[src/rtl/mux_rr_stream.sv]
// mux_rr_stream: N:1 valid/ready stream multiplexer with a registered output.
// Each cycle one offering channel is granted, by round-robin (MODE 0) or by
// fixed lowest-index priority (MODE 1). Its beat lands in a single output
// register, which also reports the source channel index on out_sel.
module mux_rr_stream #(
    parameter int WIDTH = 2,
    parameter int N     = 4,
    parameter int SELW  = 2,
    parameter int MODE  = 0
) (
    input  logic                 clk,
    input  logic                 rst,
    input  logic [N*WIDTH-1:0]   in_data,
    input  logic [N-1:0]         in_valid,
    output logic [N-1:0]         in_ready,
    output logic [WIDTH-1:0]     out_data,
    output logic [SELW-1:0]      out_sel,
    output logic                 out_valid,
    input  logic                 out_ready
);

    // Output register occupancy
    typedef enum logic {
        EMPTY = 1'b0,
        FULL  = 1'b1
    } state_t;

    state_t              state_reg, state_next;
    logic [WIDTH-1:0]    out_data_reg;
    logic [SELW-1:0]     out_sel_reg;
    logic [SELW-1:0]     ptr_reg, ptr_next;

    // Per-channel views of the packed input data bus
    logic [WIDTH-1:0]    chan_data [N];
    // Channel examined at search position k (rotated by ptr in round-robin mode)
    logic [SELW-1:0]     cand_idx [N];

    logic [SELW-1:0]     grant_idx;
    logic                grant_found;
    logic [N-1:0]        grant_onehot;
    logic                any_valid;
    logic                load;
    logic                transfer;

    genvar gi;

    // Slice the flat input bus into per-channel words
    generate
        for (gi = 0; gi < N; gi++) begin : g_chan
            assign chan_data[gi] = in_data[gi*WIDTH +: WIDTH];
        end
    endgenerate

    // Build the search order. Round-robin starts at ptr and wraps modulo N;
    // fixed priority always starts at channel 0. The sum is one bit wider
    // than the index so ptr+k never overflows before the wrap compare.
    generate
        for (gi = 0; gi < N; gi++) begin : g_cand
            if (MODE == 0) begin : g_rr
                logic [SELW:0] sum;
                assign sum = {1'b0, ptr_reg} + (SELW+1)'(gi);
                assign cand_idx[gi] = (sum >= (SELW+1)'(N))
                                    ? SELW'(sum - (SELW+1)'(N))
                                    : SELW'(sum);
            end else begin : g_fixed
                assign cand_idx[gi] = SELW'(gi);
            end
        end
    endgenerate

    // First offering channel in search order wins the grant
    always_comb begin
        grant_found = 1'b0;
        grant_idx   = '0;
        for (int k = 0; k < N; k++) begin
            if (!grant_found && in_valid[cand_idx[k]]) begin
                grant_found = 1'b1;
                grant_idx   = cand_idx[k];
            end
        end
    end

    // One-hot decode of the granted index
    generate
        for (gi = 0; gi < N; gi++) begin : g_onehot
            assign grant_onehot[gi] = (grant_idx == SELW'(gi));
        end
    endgenerate

    // The output register can accept a beat when it is empty or draining;
    // this is the only path from out_ready to in_ready.
    assign any_valid = |in_valid;
    assign load      = (state_reg == EMPTY) || out_ready;
    assign transfer  = load && any_valid && !rst;
    assign in_ready  = transfer ? grant_onehot : '0;

    // Round-robin pointer moves just past the channel that was served
    generate
        if (MODE == 0) begin : g_ptr_rr
            always_comb begin
                ptr_next = ptr_reg;
                if (transfer) begin
                    ptr_next = (grant_idx == SELW'(N-1)) ? '0 : grant_idx + SELW'(1);
                end
            end
        end else begin : g_ptr_fixed
            always_comb begin
                ptr_next = '0;
            end
        end
    endgenerate

    // Occupancy next-state: a new beat keeps us FULL, a drain with nothing
    // arriving empties the register, stalled FULL holds.
    always_comb begin
        state_next = state_reg;
        case (state_reg)
            EMPTY: begin
                if (transfer) begin
                    state_next = FULL;
                end
            end
            FULL: begin
                if (out_ready) begin
                    state_next = transfer ? FULL : EMPTY;
                end
            end
            default: begin
                state_next = EMPTY;
            end
        endcase
    end

    // State, output register and pointer; data/sel only change on a transfer
    always_ff @(posedge clk) begin
        if (rst) begin
            state_reg    <= EMPTY;
            out_data_reg <= '0;
            out_sel_reg  <= '0;
            ptr_reg      <= '0;
        end else begin
            state_reg <= state_next;
            ptr_reg   <= ptr_next;
            if (transfer) begin
                out_data_reg <= chan_data[grant_idx];
                out_sel_reg  <= grant_idx;
            end
        end
    end

    assign out_data  = out_data_reg;
    assign out_sel   = out_sel_reg;
    assign out_valid = (state_reg == FULL);

endmodule
[config.mk]
export PLATFORM = sky130hd
export DESIGN_NAME = mux_rr_stream
export DESIGN_NICKNAME = d
export VERILOG_FILES = /design/src/rtl/mux_rr_stream.sv
export SDC_FILE = /design/constraint.sdc
export NUM_CORES = 1
export LEC_CHECK = 0
export CAP_MARGIN = 20
export CORE_AREA = 2 2 39 41
export CTS_CLUSTER_SIZE = 8
export DETAILED_ROUTE_END_ITERATION = 10
export DIE_AREA = 0 0 41 43
export PLACE_DENSITY = 0.71
export SLEW_MARGIN = 15
export SYNTH_ARGS = -nofsm -noshare
export SYNTH_HDL_FRONTEND = slang
export SYNTH_SLANG_ARGS = --single-unit
export TNS_END_PERCENT = 10
[constraint.sdc]
create_clock -name clk -period 1.75 [get_ports clk]
set_input_delay 0.35 -clock clk [delete_from_list [all_inputs] [get_ports clk]]
set_output_delay 0.35 -clock clk [all_outputs]
set_load 0.05 [all_outputs]
; Word-level counts from Yosys, hierarchy flattened
; Index checks and enable logic that the tools add are counted.
[totals]
reg_bits = 7
latchBits = 0
mem_bits_rw = 0
romBits = 0
in_bits = 15
out_inout_bits = 9
elab_cells = 65
n_memories = 0
[classes]
addsub = 8
multipliers = 0
n_div = 0
n_lt_le_gt_ge = 9
n_eq_ne = 3
shift = 0
mux = 27
bitwise = 2
n_reduce_logical = 12
[ops]
columns = operator, n
row1 = $mux W2, 11
row2 = $ge A3 B3 Y1 const B, 4
row3 = $lt A2 B3 Y1 const B, 4
row4 = $mux W1, 9
row5 = $bmux W1 S2, 4
row6 = $sub A2 B1 Y2 const B, 4
row7 = $add A2 B2 Y3 const B, 2
row8 = $logic_and A1 B1 Y1, 5
row9 = $bmux W2 S2, 1
row10 = $eq A2 B2 Y1 const B, 2
row11 = $logic_not A1 Y1, 4
row12 = $mux W4, 1
row13 = $reduce_or A4 Y1, 1
row14 = $add A2 B1 Y3 const B, 1
row15 = $ge A2 B3 Y1 const B, 1
row16 = $not A2 Y3, 1
row17 = $add A2 B1 Y2 const B, 1
row18 = $eq A2 B1 Y1 const B, 1
row19 = $logic_not A2 Y1, 1
row20 = $pmux W1 S2, 1
row21 = $logic_or A1 B1 Y1, 1
row22 = $not A1 Y1, 1

; Logic depth before layout (Yosys ltp)
[depth]
word_depth = 18
mapped_depth = 7
depth_no_buf = 6

; Worst setup path after synthesis
; No wires, ideal clock.
[synth_timing]
kind = register -> output
from = register ptr_reg[1]
to = output port in_ready[1]
arrival_ns = 1.745
setup_slack_ns = -0.345
stages_incl_launch_ff = 6
path_buffers = 0
path_cell_list = dfxtp_1 -> mux2i_1 -> nor2_1 -> a311oi_2 -> nand2_2 -> nor2_1
[synth_between]
elab_chain_cells = 16
elab_cells_between_ends = 38
[synth_lines]
columns = element, line
row1 = from (decl), 31  ; logic [SELW-1:0] ptr_reg, ptr_next;
row2 = from (signal assigned), 143  ; ptr_reg <= ptr_next;
row3 = branches (longest 13 deep; another with $add A2 B1 Y3), -
row4 = $mux W2 *, 76  ; if (!grant_found && in_valid[cand_idx[k]]) begin
row5 = $eq A2 B1 Y1 *, 86  ; assign grant_onehot[gi] = (grant_idx == SELW'(gi));
row6 = $mux W4 *, 95  ; assign in_ready = transfer ? grant_onehot : '0;
row7 = to (decl), 15  ; output logic [N-1:0] in_ready,
; Mark *: on every way between the ends. The select of a mux whose other input is x is not followed.

; Worst setup path after layout
[layout_timing]
from = register ptr_reg[1]
to = output port in_ready[3]
[layout_between]
elab_chain_cells = 16
elab_cells_between_ends = 38
[layout_lines]
columns = element, line
row1 = branches (longest 13 deep; another with $add A2 B1 Y3), -
row2 = $mux W2 *, 76
row3 = $eq A2 B2 Y1 *, 86
row4 = $mux W4 *, 95
; Marks and branches as above.

==> impl_results.md <==
* Post-Route M1 WL at 501 microns
* Max Fclk at 512.9 MHz
* Worst-Skew Late Latency at 0.24 ns
* Die H at 43 microns
* Final Hold Vio Count at 0
* YS warnings at 0
* Synth Area per Inst at 8.499 sq um
* Status: complete, but fails checks
* DPL Wire Length at 956 microns
* Num CTS Buffers at 3
* Max FO, Critical Path at 4
* Arr. time, crit path at 1.60 ns
* Final setup vio count at 4
* Crit-path cells: nand2b_1, a21oi_2, a311oi_4, ha_2, and2_4, buf_12
* Worst Hold Class: reg -> reg
* WHS at 0.4567 ns
* Area contributors post-synth: dfxtp_1 31%, mux2i_1 11%, a21oi_1 8.9%
* Worst-Margin Slew at 0.2892 ns
* Share of cells above drive strength 1 at 42.86%
* Bufs and invs on worst path at 1
* Worst path max stage delay at 0.34 ns
* Post-Synthesis Cells at 53
* CTS clk-pin slew, worst paths at 0.05 ns
* Die X at 41 microns
* Post-route cell area at 875.8 sq um
* Register area share after synthesis at 31.11%
* Vias in the first global route at 481
* MaxCap Viol Count at 0
* CTS root buffer: clkbuf_4
* Count of input and output buffers at 23
* Wirelength per Cell at 10.44 microns
* Library cells used by synthesis at 20
* Gr usage total at 15.44%
* CP Class: reg -> out
* Initial core utilization at 32.55%
* Required time of the critical path at 1.40 ns
* Mapped Nets at 69
* Multi-input logic area at 322.8 sq um
* Initial antenna violation count at 0
* Fillers at 118
* Area share of the largest cell type after synthesis at 31.11%
* CTS Buffer Depth at 2
* DR iter-0 viols at 5
* Synth Cell Area at 450.4 sq um
* Antenna cells at 0
* Largest area contributor in the netlist: dfxtp_1
* Critical path endpoint category: output pin
* CTS tree: yes
* Startpoint types: flip-flop
* Placed Cells incl. Taps at 102
* Largest net degree at the start of global routing at 8
* Synthesized flop and latch total at 7
* Routed wl met2 at 557 microns
* Placed Area at 800.8 sq um
* Worst setup margin at -0.1995 ns
* Pwr/cell area at 765.3 nW/um^2
* DR WL met3 at 46 microns
* First-pass GRT wire length at 1890 microns
* Crit share post-route at 111.4%
* Non-Filler Instances at 107
* FF/Latch Area at 141.4 sq um
* Final min period at 1.950 ns
* Final wirelength at 1117 microns
* Synth Flop Type: dfxtp_1
* Top Layer Used: met4
* Violated checks: negative setup slack
* CP max stage cell: dfxtp_2
* FFs w/ async S/R, synth at 0%
* Core area at 1384 sq um
* Io pins at 24
* Post-synth EDFFs at 0
* Slew HR at 80.72%
* Lkg Pwr at 0.3724 nW
* Area growth syn-to-layout at 94.44%
* Setup repair after global routing missed its margin: yes
* Delay-heaviest family, CP: compound AO/OA/AOI/OAI gates
* DRT Pass-1 Iters at 4
* Worst Clk Skew at 0.004243 ns
* H-tree Lvls at 1
* DIE AREA at 1763 sq um
* CTS Hold Bufs at 0
* Residual DRC at 0
* DRT antenna net count at 0
* Vias at 502
* CTS sink cnt at 7
* Layout net count at 108
* Site Rows at 14
* Fin. max-slew vios at 0
* Place WS at -0.5065 ns
* Gr ovfl total at 0
* Peak supply drop at 425.7 uV
* RD Place Congestion at 0.7049
* Via density at 4.692
-- metrics by stage --
step                power (W)  util [%]  TNS [ns]
floorplan           0.0003778         -   -0.1629
global placement    0.0005070     57.87    -3.599
detailed placement  0.0005126     57.87    -3.498
CTS                 0.0006780     63.02   -0.7691
global route        0.0007153     63.29    -1.121
finish              0.0006702     63.29   -0.6979
-- layer usage --
layer / GRT usage (%) / vias to the layer above
met5: 0 / -
met4: 8.000 / 0
met3: 1.571 / 2
met2: 23.75 / 10
met1: 20.26 / 227
li1: - / 263
-- cells in the final DEF, fill, tap and decap left out, types with 2 or more instances in the layout --
cell type and count:
a21oi_1 7, buf_12 3, buf_4 16, buf_6 3
clkbuf_4 3, clkdlybuf4s50_1 10, dfxtp_1 6, dlygate4sd2_1 3
inv_1 4, mux2i_1 5, nand2_1 6, nand2b_1 2
nand3b_1 2, nor2_2 2, nor2_4 2, o221ai_1 2
-- synthesized netlist by cell type, types with 2 or more instances --
cell,n
nand2b_1,3
inv_1,4
dfxtp_1,7
and2_1,2
nor2_1,4
mux2i_1,5
nand3b_1,2
a21oi_1,8
nand2_1,6
o221ai_1,2
-- worst register-to-register path: stages (launching register included) --
cell,delay (ns)
dfxtp_2,0.33
buf_4,0.15
a21oi_1,0.12
o21ai_1,0.08
o2bb2a_4,0.21
buf_6,0.12
buf_6,0.12
mux2i_1,0.19
o221ai_1,0.14
-- cell families (layout without fill, tap and decap cells) --
kind of cell	after synthesis	in the layout	synth area share [%]
buffers and inverters	6	44	7.499
flip-flops	7	7	31.11
AND/OR/NAND/NOR	21	21	25.83
adder cells (fa/ha/maj)	1	1	2.777
multiplexers	5	5	11.11
AO/OA/AOI/OAI	13	13	21.67
-- power breakdown --
part	switching (W)	internal, W	total, W
clock	0.0000516	0.0000865	0.000138
sequential	0.0000116	0.000181	0.000193
combinational	0.000175	0.000164	0.000339
-- worst paths after layout --
path | end | startpoint | slack [ns] | depth (start not counted)
worst max-delay path | in_ready[3] | ptr_reg[1]$_SDFFE_PP0P_ | -0.20 | 6
worst min-delay path | out_sel[0]$_SDFFE_PP0P_ | out_sel[0]$_SDFFE_PP0P_ | 0.46 | 2
worst max register to register | out_data[1]$_SDFFE_PP0P_ | ptr_reg[1]$_SDFFE_PP0P_ | 0.15 | 8
worst min register to register | out_sel[0]$_SDFFE_PP0P_ | out_sel[0]$_SDFFE_PP0P_ | 0.46 | 2
-- cell type report --
cell class              count  share of cell area, %
multi-input cells          40                  36.86
inverters                   4                  1.714
well taps                  16                  2.286
repair buffers             36                  40.00
flip-flops and latches      7                  16.14
clock buffers               4                  3.000
-- repair_timing --
action | CTS | global route
setup endpoints to repair | 8 | 5
gates resized for setup | 14 | 1
buffers inserted | 1 | 0
pin swaps | 4 | 2
Note: power is estimated with default switching activity, not from simulation.
